[src/rtl/uart_rx.sv]
// 8N1 UART receiver with 16x oversampling for the debug link.
// Delivers each good byte as o_rx_data plus a one-cycle o_rx_done_tick.
module uart_rx #(
  parameter int NB_DATA  = 8,
  parameter int N_TICKS  = 16,
  parameter int BAUD_DIV = 651,
  parameter int NB_DIV   = 10
) (
  input  logic               i_clock,
  input  logic               i_reset,
  input  logic               i_rx,
  output logic [NB_DATA-1:0] o_rx_data,
  output logic               o_rx_done_tick,
  output logic               o_frame_err,
  output logic               o_busy
);

  localparam int NB_SCNT = $clog2(N_TICKS);
  localparam int NB_NCNT = (NB_DATA > 1) ? $clog2(NB_DATA) : 1;

  localparam logic [NB_DIV-1:0]  DIV_LAST = NB_DIV'(BAUD_DIV - 1);
  localparam logic [NB_SCNT-1:0] S_MID    = NB_SCNT'(N_TICKS / 2 - 1);
  localparam logic [NB_SCNT-1:0] S_LAST   = NB_SCNT'(N_TICKS - 1);
  localparam logic [NB_NCNT-1:0] N_LAST   = NB_NCNT'(NB_DATA - 1);

  typedef enum logic [1:0] {
    IDLE,
    START,
    DATA,
    STOP
  } state_e;

  logic               rx_meta_q;
  logic               rx_s_q;
  logic [NB_DIV-1:0]  div_q;
  logic               s_tick;

  state_e             state_q,   state_d;
  logic [NB_SCNT-1:0] s_cnt_q,   s_cnt_d;
  logic [NB_NCNT-1:0] n_cnt_q,   n_cnt_d;
  logic [NB_DATA-1:0] b_reg_q,   b_reg_d;
  logic [NB_DATA-1:0] rx_data_q, rx_data_d;
  logic               done_q,    done_d;
  logic               err_q,     err_d;
  logic               busy_q;

  // NOTE: synchronizer flops reset to 1 (idle line) so reset release is not
  // mistaken for a start bit while the real line is high.
  always_ff @(posedge i_clock or negedge i_reset) begin
    if (!i_reset) begin
      rx_meta_q <= 1'b1;
      rx_s_q    <= 1'b1;
    end else begin
      rx_meta_q <= i_rx;
      rx_s_q    <= rx_meta_q;
    end
  end

  // Free-running divider: the tick phase is independent of frame boundaries.
  assign s_tick = (div_q == DIV_LAST);

  always_ff @(posedge i_clock or negedge i_reset) begin
    if (!i_reset) begin
      div_q <= '0;
    end else if (s_tick) begin
      div_q <= '0;
    end else begin
      div_q <= div_q + NB_DIV'(1);
    end
  end

  // NOTE: all state uses non-blocking assignments so every register samples
  // the pre-edge value of its inputs regardless of process ordering.
  always_ff @(posedge i_clock or negedge i_reset) begin
    if (!i_reset) begin
      state_q   <= IDLE;
      s_cnt_q   <= '0;
      n_cnt_q   <= '0;
      b_reg_q   <= '0;
      rx_data_q <= '0;
      done_q    <= 1'b0;
      err_q     <= 1'b0;
      busy_q    <= 1'b0;
    end else begin
      state_q   <= state_d;
      s_cnt_q   <= s_cnt_d;
      n_cnt_q   <= n_cnt_d;
      b_reg_q   <= b_reg_d;
      rx_data_q <= rx_data_d;
      done_q    <= done_d;
      err_q     <= err_d;
      busy_q    <= (state_q != IDLE);
    end
  end

  // NOTE: every output of this block gets a default first, so no path can
  // leave a signal unassigned and infer a latch.
  always_comb begin
    state_d   = state_q;
    s_cnt_d   = s_cnt_q;
    n_cnt_d   = n_cnt_q;
    b_reg_d   = b_reg_q;
    rx_data_d = rx_data_q;
    done_d    = 1'b0;
    err_d     = 1'b0;

    case (state_q)
      IDLE: begin
        if (!rx_s_q) begin
          state_d = START;
          s_cnt_d = '0;
        end
      end

      START: begin
        if (s_tick) begin
          if (s_cnt_q == S_MID) begin
            // A high line at mid start bit was only a glitch.
            if (!rx_s_q) begin
              state_d = DATA;
              s_cnt_d = '0;
              n_cnt_d = '0;
            end else begin
              state_d = IDLE;
            end
          end else begin
            s_cnt_d = s_cnt_q + NB_SCNT'(1);
          end
        end
      end

      DATA: begin
        if (s_tick) begin
          if (s_cnt_q == S_LAST) begin
            s_cnt_d = '0;
            b_reg_d = {rx_s_q, b_reg_q[NB_DATA-1:1]};
            if (n_cnt_q == N_LAST) begin
              state_d = STOP;
            end else begin
              n_cnt_d = n_cnt_q + NB_NCNT'(1);
            end
          end else begin
            s_cnt_d = s_cnt_q + NB_SCNT'(1);
          end
        end
      end

      STOP: begin
        if (s_tick) begin
          if (s_cnt_q == S_LAST) begin
            state_d = IDLE;
            s_cnt_d = '0;
            if (rx_s_q) begin
              rx_data_d = b_reg_q;
              done_d    = 1'b1;
            end else begin
              err_d = 1'b1;
            end
          end else begin
            s_cnt_d = s_cnt_q + NB_SCNT'(1);
          end
        end
      end

      default: state_d = IDLE;
    endcase
  end

  assign o_rx_data      = rx_data_q;
  assign o_rx_done_tick = done_q;
  assign o_frame_err    = err_q;
  assign o_busy         = busy_q;

endmodule

[config.mk]
export PLATFORM = sky130hd
export DESIGN_NAME = uart_rx
export DESIGN_NICKNAME = d
export VERILOG_FILES = /design/src/rtl/uart_rx.sv
export SDC_FILE = /design/constraint.sdc
export NUM_CORES = 1
export LEC_CHECK = 0
export CAP_MARGIN = 40
export CORE_ASPECT_RATIO = 0.75
export CORE_MARGIN = 2
export CORE_UTILIZATION = 45
export CTS_CLUSTER_SIZE = 40
export DETAILED_ROUTE_END_ITERATION = 10
export PLACE_DENSITY = 0.6
export SYNTH_ARGS = -nofsm -noshare
export SYNTH_HDL_FRONTEND = slang
export SYNTH_SLANG_ARGS = --single-unit
[constraint.sdc]
create_clock -name i_clock -period 2.3 [get_ports i_clock]
set_input_delay 0.46 -clock i_clock [delete_from_list [all_inputs] [get_ports i_clock]]
set_output_delay 0.46 -clock i_clock [all_outputs]
set_load 0.05 [all_outputs]
* Word level (Yosys, flattened, before mapping)
Index checks and enable logic that the tools add are counted.
** Word-level totals
- RAM bits :: 0
- Output and inout port bits :: 11
- Memories kept :: 0
- Bits in latches :: 0
- Bits of input ports :: 3
- Word-level logic and storage cells :: 73
- Bits in read-only memories :: 0
- Flip-flop bits (word level) :: 40
** Operators by class
- Divide/modulo/power cells :: 0
- Reduce and logical (&&, ||, !) cells :: 9
- Bitwise gates (word level) :: 0
- $add $sub $neg :: 3
- Muxes and demuxes :: 32
- Eq/ne operators :: 18
- Magnitude comparators :: 0
- Shift operators :: 0
- $mul :: 0
** Operators by type and width (number)
- two-way mux 4 bit :: 5
- != test 2 bit (second input constant) :: 10
- two-way mux 2 bit :: 9
- two-way mux 3 bit :: 6
- one-hot mux 4 bit (3 select lines) :: 1
- adder 10 x 1 -> 10 bit (second input constant) :: 1
- equality test 10 bit (second input constant) :: 1
- two-way mux 10 bit :: 1
- two-way mux 1 bit :: 8
- one-hot mux 2 bit (4 select lines) :: 1
- AND reduction 8 bit :: 1
- AND reduction 7 bit :: 1
- one-hot mux 3 bit (2 select lines) :: 1
- adder 4 x 1 -> 4 bit (second input constant) :: 1
- equality test 2 bit (second input constant) :: 2
- equality test 4 x 3 -> 1 bit (second input constant) :: 1
- equality test 4 bit (second input constant) :: 1
- AND reduction 4 bit :: 1
- nonzero test 2 bit :: 2
- adder 3 x 1 -> 3 bit (second input constant) :: 1
- equality test 3 bit (second input constant) :: 1
- AND reduction 3 bit :: 1
- equality test 2 x 1 -> 1 bit (second input constant) :: 1
- logical NOT 2 bit :: 1
- 3 further kinds :: 3

* Logic depth before layout (Yosys ltp)
Gate-level depths: netlist of run 1.
- Word-level depth :: 5
- Gate-level depth with buffers :: 7
- Mapped depth without buffers :: 6

* Worst setup path before layout of run 1
Ideal clock, no wire load.
- Path kind :: reg-to-reg
- Start :: reg div_q[0]
- End :: reg b_reg_q[0]
- Arrival :: 1.649 ns
- Path buffers :: 0
- Stages on the path, launching flop included :: 7
- Clock period less this slack :: 1.773 ns
- Setup time :: 0.125 ns
- Required time :: 2.175 ns
- Setup slack :: 0.527 ns
- Path through :: dfrtp_1 > inv_1 > ha_1 > and4bb_1 > nand4_4 > nor2_8 > mux2_2
** On the way
- Longest elaborated chain between the ends :: 2
** RTL lines
- start, declared :: RTL line 35 : logic [NB_DIV-1:0] div_q;
- start signal, assigned :: RTL line 68 : div_q <= div_q + NB_DIV'(1);
- equality test 10 bit :: RTL line 60 : assign s_tick = (div_q == DIV_LAST);
- AND reduction 3 bit (no source line)
- end signal, assigned :: RTL line 88 : b_reg_q <= b_reg_d;
- end, declared :: RTL line 41 : logic [NB_DATA-1:0] b_reg_q, b_reg_d;
No other way between the ends.
A chain may end at the register's enable or synchronous reset.

* Worst setup path in the final report of run 1
- Start :: reg div_q[0]
- End :: reg rx_data_q[7], in the netlist o_rx_data[7]
** On the way
- Longest elaborated chain between the ends :: 2
** RTL lines
- equality test 10 bit :: RTL line 60
- AND reduction 4 bit (no source line)
- end signal, assigned :: RTL line 89 : rx_data_q <= rx_data_d;
- end, declared :: RTL line 42 : logic [NB_DATA-1:0] rx_data_q, rx_data_d;
No other way between the ends.

==> flow_summary_export.csv, run 1 <==
group,metric,value,unit
outcome,status,"completed",
timing,rsz0062_at_grt,"no",
global_routing,grt_overflow_total,0,
power,power.density,599,mW/mm²
yosys,synth_flop_cell,"dfrtp_1",
floorplanning,die_width,77.7,µm
cts,cts_made_buffers,5,
yosys,synth_area_per_cell,12.7,µm²
detailed_routing,postRouteAntennaNets,0,
cells_and_area,nFillCells,324,
worst_setup_path,slowest_stage,"dfrtp_1",
cells_and_area,finalNetCount,170,
detailed_routing,avgRoutedWirePerCell,13.9,µm
yosys,synth-edff-count,0,
timing,min_period,1930,ps
placement,routabilityCongestion,0.754,
cts,cts_tree,"yes",
detailed_routing,vias_per_cell,5.17,
global_routing,grt_max_degree,22,
cells_and_area,diodes,0,
yosys,ys_ff_latch,40,
power,leakage,1.02,nW
timing,drv_slew,0,
detailed_routing,postRouteWirelength,3030,µm
placement,dp_hpwl,2240,µm
timing,slew_headroom,64.4,%
yosys,syn-cell-area,0.00184,mm²
timing,hold_violations,0,
yosys,synth_top_cell_area_share,51.8,%
floorplanning,die_h,59.3,µm
worst_setup_path,path_cells,"inv_1 > ha_1 > and4bb_1 > nand4_4 > nor2_8 > mux2_2",
yosys,synth.distinct_cells,43,
yosys,yosys.area.top_type,"dfrtp_1",
yosys,ys_async_sr_fraction,100,%
worst_setup_path,path_max_fanout,8,
detailed_routing,routed-via-count,1128,
cts,clockBufferDepth,2,
timing,tns,0,ps
flow_run,maxCapViolCount,0,
floorplanning,fp.dieArea,0.00461,mm²
yosys,synth_nets,152,
cells_and_area,fin_util,54.1,%
cts,h-tree-depth,2,
placement,io_buffers,13,
cells_and_area,syn_to_final_growth,17.2,%
floorplanning,core_area,0.00398,mm²
power,power.total,1.29,mW
detailed_routing,first_pass_iters,4,
worst_setup_path,cp-start-kind,"register",
detailed_routing,drc,0,
detailed_routing,drtIter0Drc,42,
worst_setup_path,end_kind,"register",
yosys,synthCells,144,
worst_hold_path,hold_class,"primary input to asynchronous set/reset pin",
floorplanning,io_pins,14,
global_routing,track_usage,15.5,%
worst_setup_path,worst_ep_required_time,2470,ps
timing,setup_viol,0,
timing,skew,5.90,ps
cells_and_area,layout-drive-gt1-share,22.7,%
timing,max_freq,517,MHz
cts,clkLatencyLatePin,290,ps
cts,cts.clk_slew.worst_paths,70,ps
global_routing,grt_pass1_wl,5420,µm
floorplanning,initial_core_util,46.1,%
cts,cts_root_buf,"clkbuf_8",
global_routing,grt_pass1_vias,1124,
yosys,yosys_warnings,0,
timing,period_share,84.1,%
worst_setup_path,cpPeakStageDelay,440,ps
worst_setup_path,critPathArrivalTime,2110,ps
yosys,synth-seq-area-share,54.7,%
cts,clock_sinks,40,
worst_setup_path,critical_path_class,"register to register",
timing,max_slew.worst_pin.slew,534,ps
floorplanning,rows,20,
yosys,ys_top_cells_by_area,"dfrtp_1 (52%), mux2_2 (10%), ha_1 (3.4%), nand3_1 (3.3%), dfstp_2 (2.9%)",
cts,cts_hold_buf,0,
cts,post_cts_buffers,0,
cts,cts-resized-gates,0,
global_routing,antenna_found_initial,0,
power,ir_drop,384,µV
## stage by stage
stage / hold WS, ps / cell area [µm²] / instances / worst slack (ps)
6_report: 127 / 2150 / 218 / 366
3_5_place_dp: 347 / 2040 / 210 / 355
4_1_cts: 131 / 2150 / 218 / 345
5_1_grt: 143 / 2150 / 218 / 205
2_1_floorplan: 164 / 1840 / 144 / 527
3_3_place_gp: 346 / 2020 / 209 / 382
## cells in the mapped netlist, types with 3 or more instances
cell,n
xor2_1,3
inv_1,4
ha_1,5
xnor2_1,4
dfrtp_1,38
o21ai_0,7
and3_1,3
nor2_1,7
nand3_1,12
nand2_1,4
mux2_2,17
## routing by layer
layer	GRT usage, %	up-vias	part of all wire [%]
li1	-	558	-
met1	21.9	555	52
met2	21.8	11	44
met3	5.03	4	2.4
met4	6.89	0	0.93
met5	0	-	0
## critical path: cells and delay by family, from the launching register on
family / cells / cell delay (ps)
mux: 1 / 350
simple gates: 3 / 810
buf+inv: 1 / 80
fa+ha+maj: 1 / 130
flops: 1 / 440
## logic make-up after synthesis
group | count (synthesis) | synth area share, %
AOI/OAI and AO/OA | 18 | 6.41
xor gates and xnor gates | 7 | 3.34
adders and majority gates | 5 | 3.41
buffers and inverters | 8 | 1.91
DFF | 40 | 54.7
muxes | 19 | 11.5
and+or+nand+nor | 47 | 18.7
## registers in the layout, summed over array words and instances, names as in the netlist, named ones only
name            cells
b_reg_q             8
div_q              10
n_cnt_q             3
o_busy              1
o_frame_err         1
o_rx_data           8
o_rx_done_tick      1
rx_meta_q           1
rx_s_q              1
s_cnt_q             4
state_q             1
## layout make-up
class | instances | area [µm²] | area share [%]
clock inverters | 2 | 35.0 | 1.63
inverters | 4 | 15.0 | 0.698
flip-flops and latches | 40 | 1000 | 46.6
clock buffers | 6 | 72.6 | 3.37
well taps | 55 | 68.8 | 3.20
repair buffers | 15 | 160 | 7.44
multi-input cells | 96 | 797 | 37.0
## cell usage in the layout (no fill, tap or decap), types with 3 or more instances in the layout
master,count
and3_1,3
clkbuf_8,5
clkdlybuf4s50_1,12
dfrtp_1,38
ha_1,5
inv_1,4
mux2_2,17
nand2_1,4
nand3_1,12
nor2_1,7
o21ai_0,7
xnor2_1,4
xor2_1,3
## final timing paths
path                            slack, ps                 from  cells past startpoint                       end
max in group asynchronous            1710              i_reset                      2    b_reg_q[1]$_DFFE_PN0P_
worst max register to register        370   div_q[0]$_DFF_PN0_                      6  o_rx_data[7]$_DFFE_PN0P_
worst min register to register        360  rx_meta_q$_DFF_PN1_                      0          rx_s_q$_DFF_PN1_
worst max-delay path                  370   div_q[0]$_DFF_PN0_                      6  o_rx_data[7]$_DFFE_PN0P_
worst min-delay path                  130              i_reset                      1        div_q[0]$_DFF_PN0_
min in group i_clock                  360  rx_meta_q$_DFF_PN1_                      0          rx_s_q$_DFF_PN1_
## where the power goes
| part | internal [mW] | total, mW | switching (mW) |
|---|---|---|---|
| Combinational | 0.00830 | 0.0251 | 0.0168 |
| Sequential | 0.706 | 0.708 | 0.00226 |
| Clock | 0.322 | 0.555 | 0.233 |
(Power assumes the default switching activity.)
==> inputs of run 2 (changes only) <==
==> constraint.sdc (replaced) <==
create_clock -name i_clock -period 1.8 [get_ports i_clock]
set_input_delay 0.36 -clock i_clock [delete_from_list [all_inputs] [get_ports i_clock]]
set_output_delay 0.36 -clock i_clock [all_outputs]
set_load 0.05 [all_outputs]
==> flow_summary_export.csv, run 2 (same netlist as run 1, synthesis figures left out) <==
group,metric,value,unit
worst_setup_path,path_max_fanout,8,
placement,dp_hpwl,2460,µm
cells_and_area,top_register,"div_q",
timing,setup_viol,0,
floorplanning,rows,20,
floorplanning,initial_core_util,46.1,%
floorplanning,fp.dieArea,0.00461,mm²
cells_and_area,finalNetCount,187,
timing,min_period,1760,ps
worst_setup_path,end_kind,"register",
placement,place_area,0.00211,mm²
worst_setup_path,crit_buf_inv,1,
timing,skew,2.65,ps
cells_and_area,instances_no_fill,235,
power,power.total,1.65,mW
global_routing,grt_overflow_total,0,
timing,period_share,97.9,%
cts,cts_root_buf,"clkbuf_8",
worst_setup_path,critPathArrivalTime,1940,ps
worst_setup_path,worst_ep_required_time,1970,ps
cells_and_area,postLayoutCellArea,0.00230,mm²
placement,placed_cells,224,
worst_setup_path,critical_path_class,"register to register",
timing,max_slew.worst_pin.slew,475,ps
cells_and_area,fin_util,57.7,%
cells_and_area,largest_register_ffs,10,
detailed_routing,drc,0,
worst_setup_path,slowest_stage,"dfrtp_1",
power,power.density,717,mW/mm²
worst_setup_path,cp-start-kind,"register",
worst_setup_path,path_cells,"inv_1 > ha_1 > and4bb_2 > nand4_4 > nor2_8 > mux2_2",
floorplanning,die_width,77.7,µm
worst_hold_path,hold_class,"primary input to asynchronous set/reset pin",
cts,clkLatencyLatePin,290,ps
timing,tns,0,ps
cts,cts.clk_slew.worst_paths,70,ps
cells_and_area,syn_to_final_growth,25.1,%
cts,h-tree-depth,2,
timing,rsz0062_at_grt,"yes",
global_routing,antenna_found_initial,0,
outcome,status,"completed",
floorplanning,die_h,59.3,µm
cts,cts_hold_buf,0,
cts,clock_sinks,40,
detailed_routing,routed-via-count,1227,
detailed_routing,avgRoutedWirePerCell,14.4,µm
timing,hold_violations,0,
worst_setup_path,cpPeakStageDelay,390,ps
placement,routabilityCongestion,0.849,
cells_and_area,nFillCells,326,
detailed_routing,postRouteWirelength,3390,µm
power,ir_drop,422,µV
timing,slew_headroom,68.3,%
cells_and_area,diodes,0,
detailed_routing,vias_per_cell,5.22,
placement,io_buffers,13,
floorplanning,io_pins,14,
global_routing,grt_pass1_vias,1209,
cells_and_area,final_common_cell,"dfrtp_1",
cells_and_area,layout-drive-gt1-share,40.6,%
timing,max_freq,567,MHz
floorplanning,core_area,0.00398,mm²
cts,cts_tree,"yes",
worst_setup_path,critPathTopFamily,"simple AND/OR/NAND/NOR gates",
detailed_routing,postRouteAntennaNets,0,
cts,clockBufferDepth,2,
detailed_routing,first_pass_iters,4,
global_routing,track_usage,16.3,%
power,leakage,1.12,nW
detailed_routing,drtIter0Drc,62,
timing,drv_slew,0,
global_routing,grt_pass1_wl,5750,µm
cts,cts_made_buffers,5,
flow_run,maxCapViolCount,0,
cells_and_area,final_cell_mix,"dfrtp_1 (38), buf_4 (29), mux2_2 (16)",
global_routing,grt_max_degree,22,
-- run 2: stage by stage --
step	hold slack, ps	worst slack [ps]
2_1_floorplan	64.4	26.6
3_3_place_gp	330	20.4
3_5_place_dp	342	-0.897
4_1_cts	26.5	0.0600
5_1_grt	37.3	-56.4
6_report	11.7	37.6
-- run 2: repair_timing --
action,CTS,global route
buffers inserted,2,1
pin swaps,3,3
resized for setup,2,9
endpoints found under the setup margin,12,20
-- run 2: worst register-to-register path, delay by kind of cell (launching register included) --
family / cells / cell delay, ps
and+or+nand+nor: 3 / 710
DFF: 1 / 390
muxes: 1 / 360
adders and majority gates: 1 / 130
buffers and inverters: 1 / 60
-- run 2: routing by layer --
layer / up-vias / share of wire, % / GRT usage (%) / routed length, µm
met5: - / 0 / 0 / 0
met4: 0 / 1.5 / 6.12 / 51
met3: 7 / 2.5 / 4.57 / 86
met2: 12 / 45 / 24.8 / 1530
met1: 617 / 51 / 22.7 / 1730
li1: 591 / - / - / -
-- run 2: final timing paths --
kind | startpoint | end | slack [ps] | depth (start not counted)
worst max-delay path | div_q[0]$_DFF_PN0_ | o_rx_data[7]$_DFFE_PN0P_ | 40 | 6
worst min-delay path | i_reset | div_q[0]$_DFF_PN0_ | 10 | 1
worst max register to register | div_q[0]$_DFF_PN0_ | o_rx_data[7]$_DFFE_PN0P_ | 40 | 6
worst min register to register | rx_meta_q$_DFF_PN1_ | rx_s_q$_DFF_PN1_ | 360 | 0
max in group asynchronous | i_reset | n_cnt_q[0]$_DFFE_PN0P_ | 1320 | 2
min in group i_clock | rx_meta_q$_DFF_PN1_ | rx_s_q$_DFF_PN1_ | 360 | 0
-- run 2: cell type report --
type / instances / area, µm² / area share, %
clock buffer: 6 / 72.6 / 3.16
clock inverter: 2 / 35.0 / 1.53
inverter: 4 / 15.0 / 0.654
multi-input combinational: 96 / 848 / 36.9
sequential: 40 / 1000 / 43.7
tap: 55 / 68.8 / 3.00
timing repair buffer: 32 / 253 / 11.0
-- run 2: power breakdown --
part           total (mW)  switching [mW]  internal, mW
clock network       0.710           0.299         0.411
logic              0.0302          0.0213       0.00889
registers           0.905         0.00287         0.902
total                1.65           0.323          1.32
==> inputs of run 3 (changes only) <==
--- a/config.mk
+++ b/config.mk
@@ -9,7 +9,6 @@
 export CORE_ASPECT_RATIO = 0.75
 export CORE_MARGIN = 2
 export CORE_UTILIZATION = 45
-export CTS_CLUSTER_SIZE = 40
 export DETAILED_ROUTE_END_ITERATION = 10
 export PLACE_DENSITY = 0.6
 export SYNTH_ARGS = -nofsm -noshare
==> results of run 3 <==
No change in the layout: final DEF, timing and power equal those of run 2.
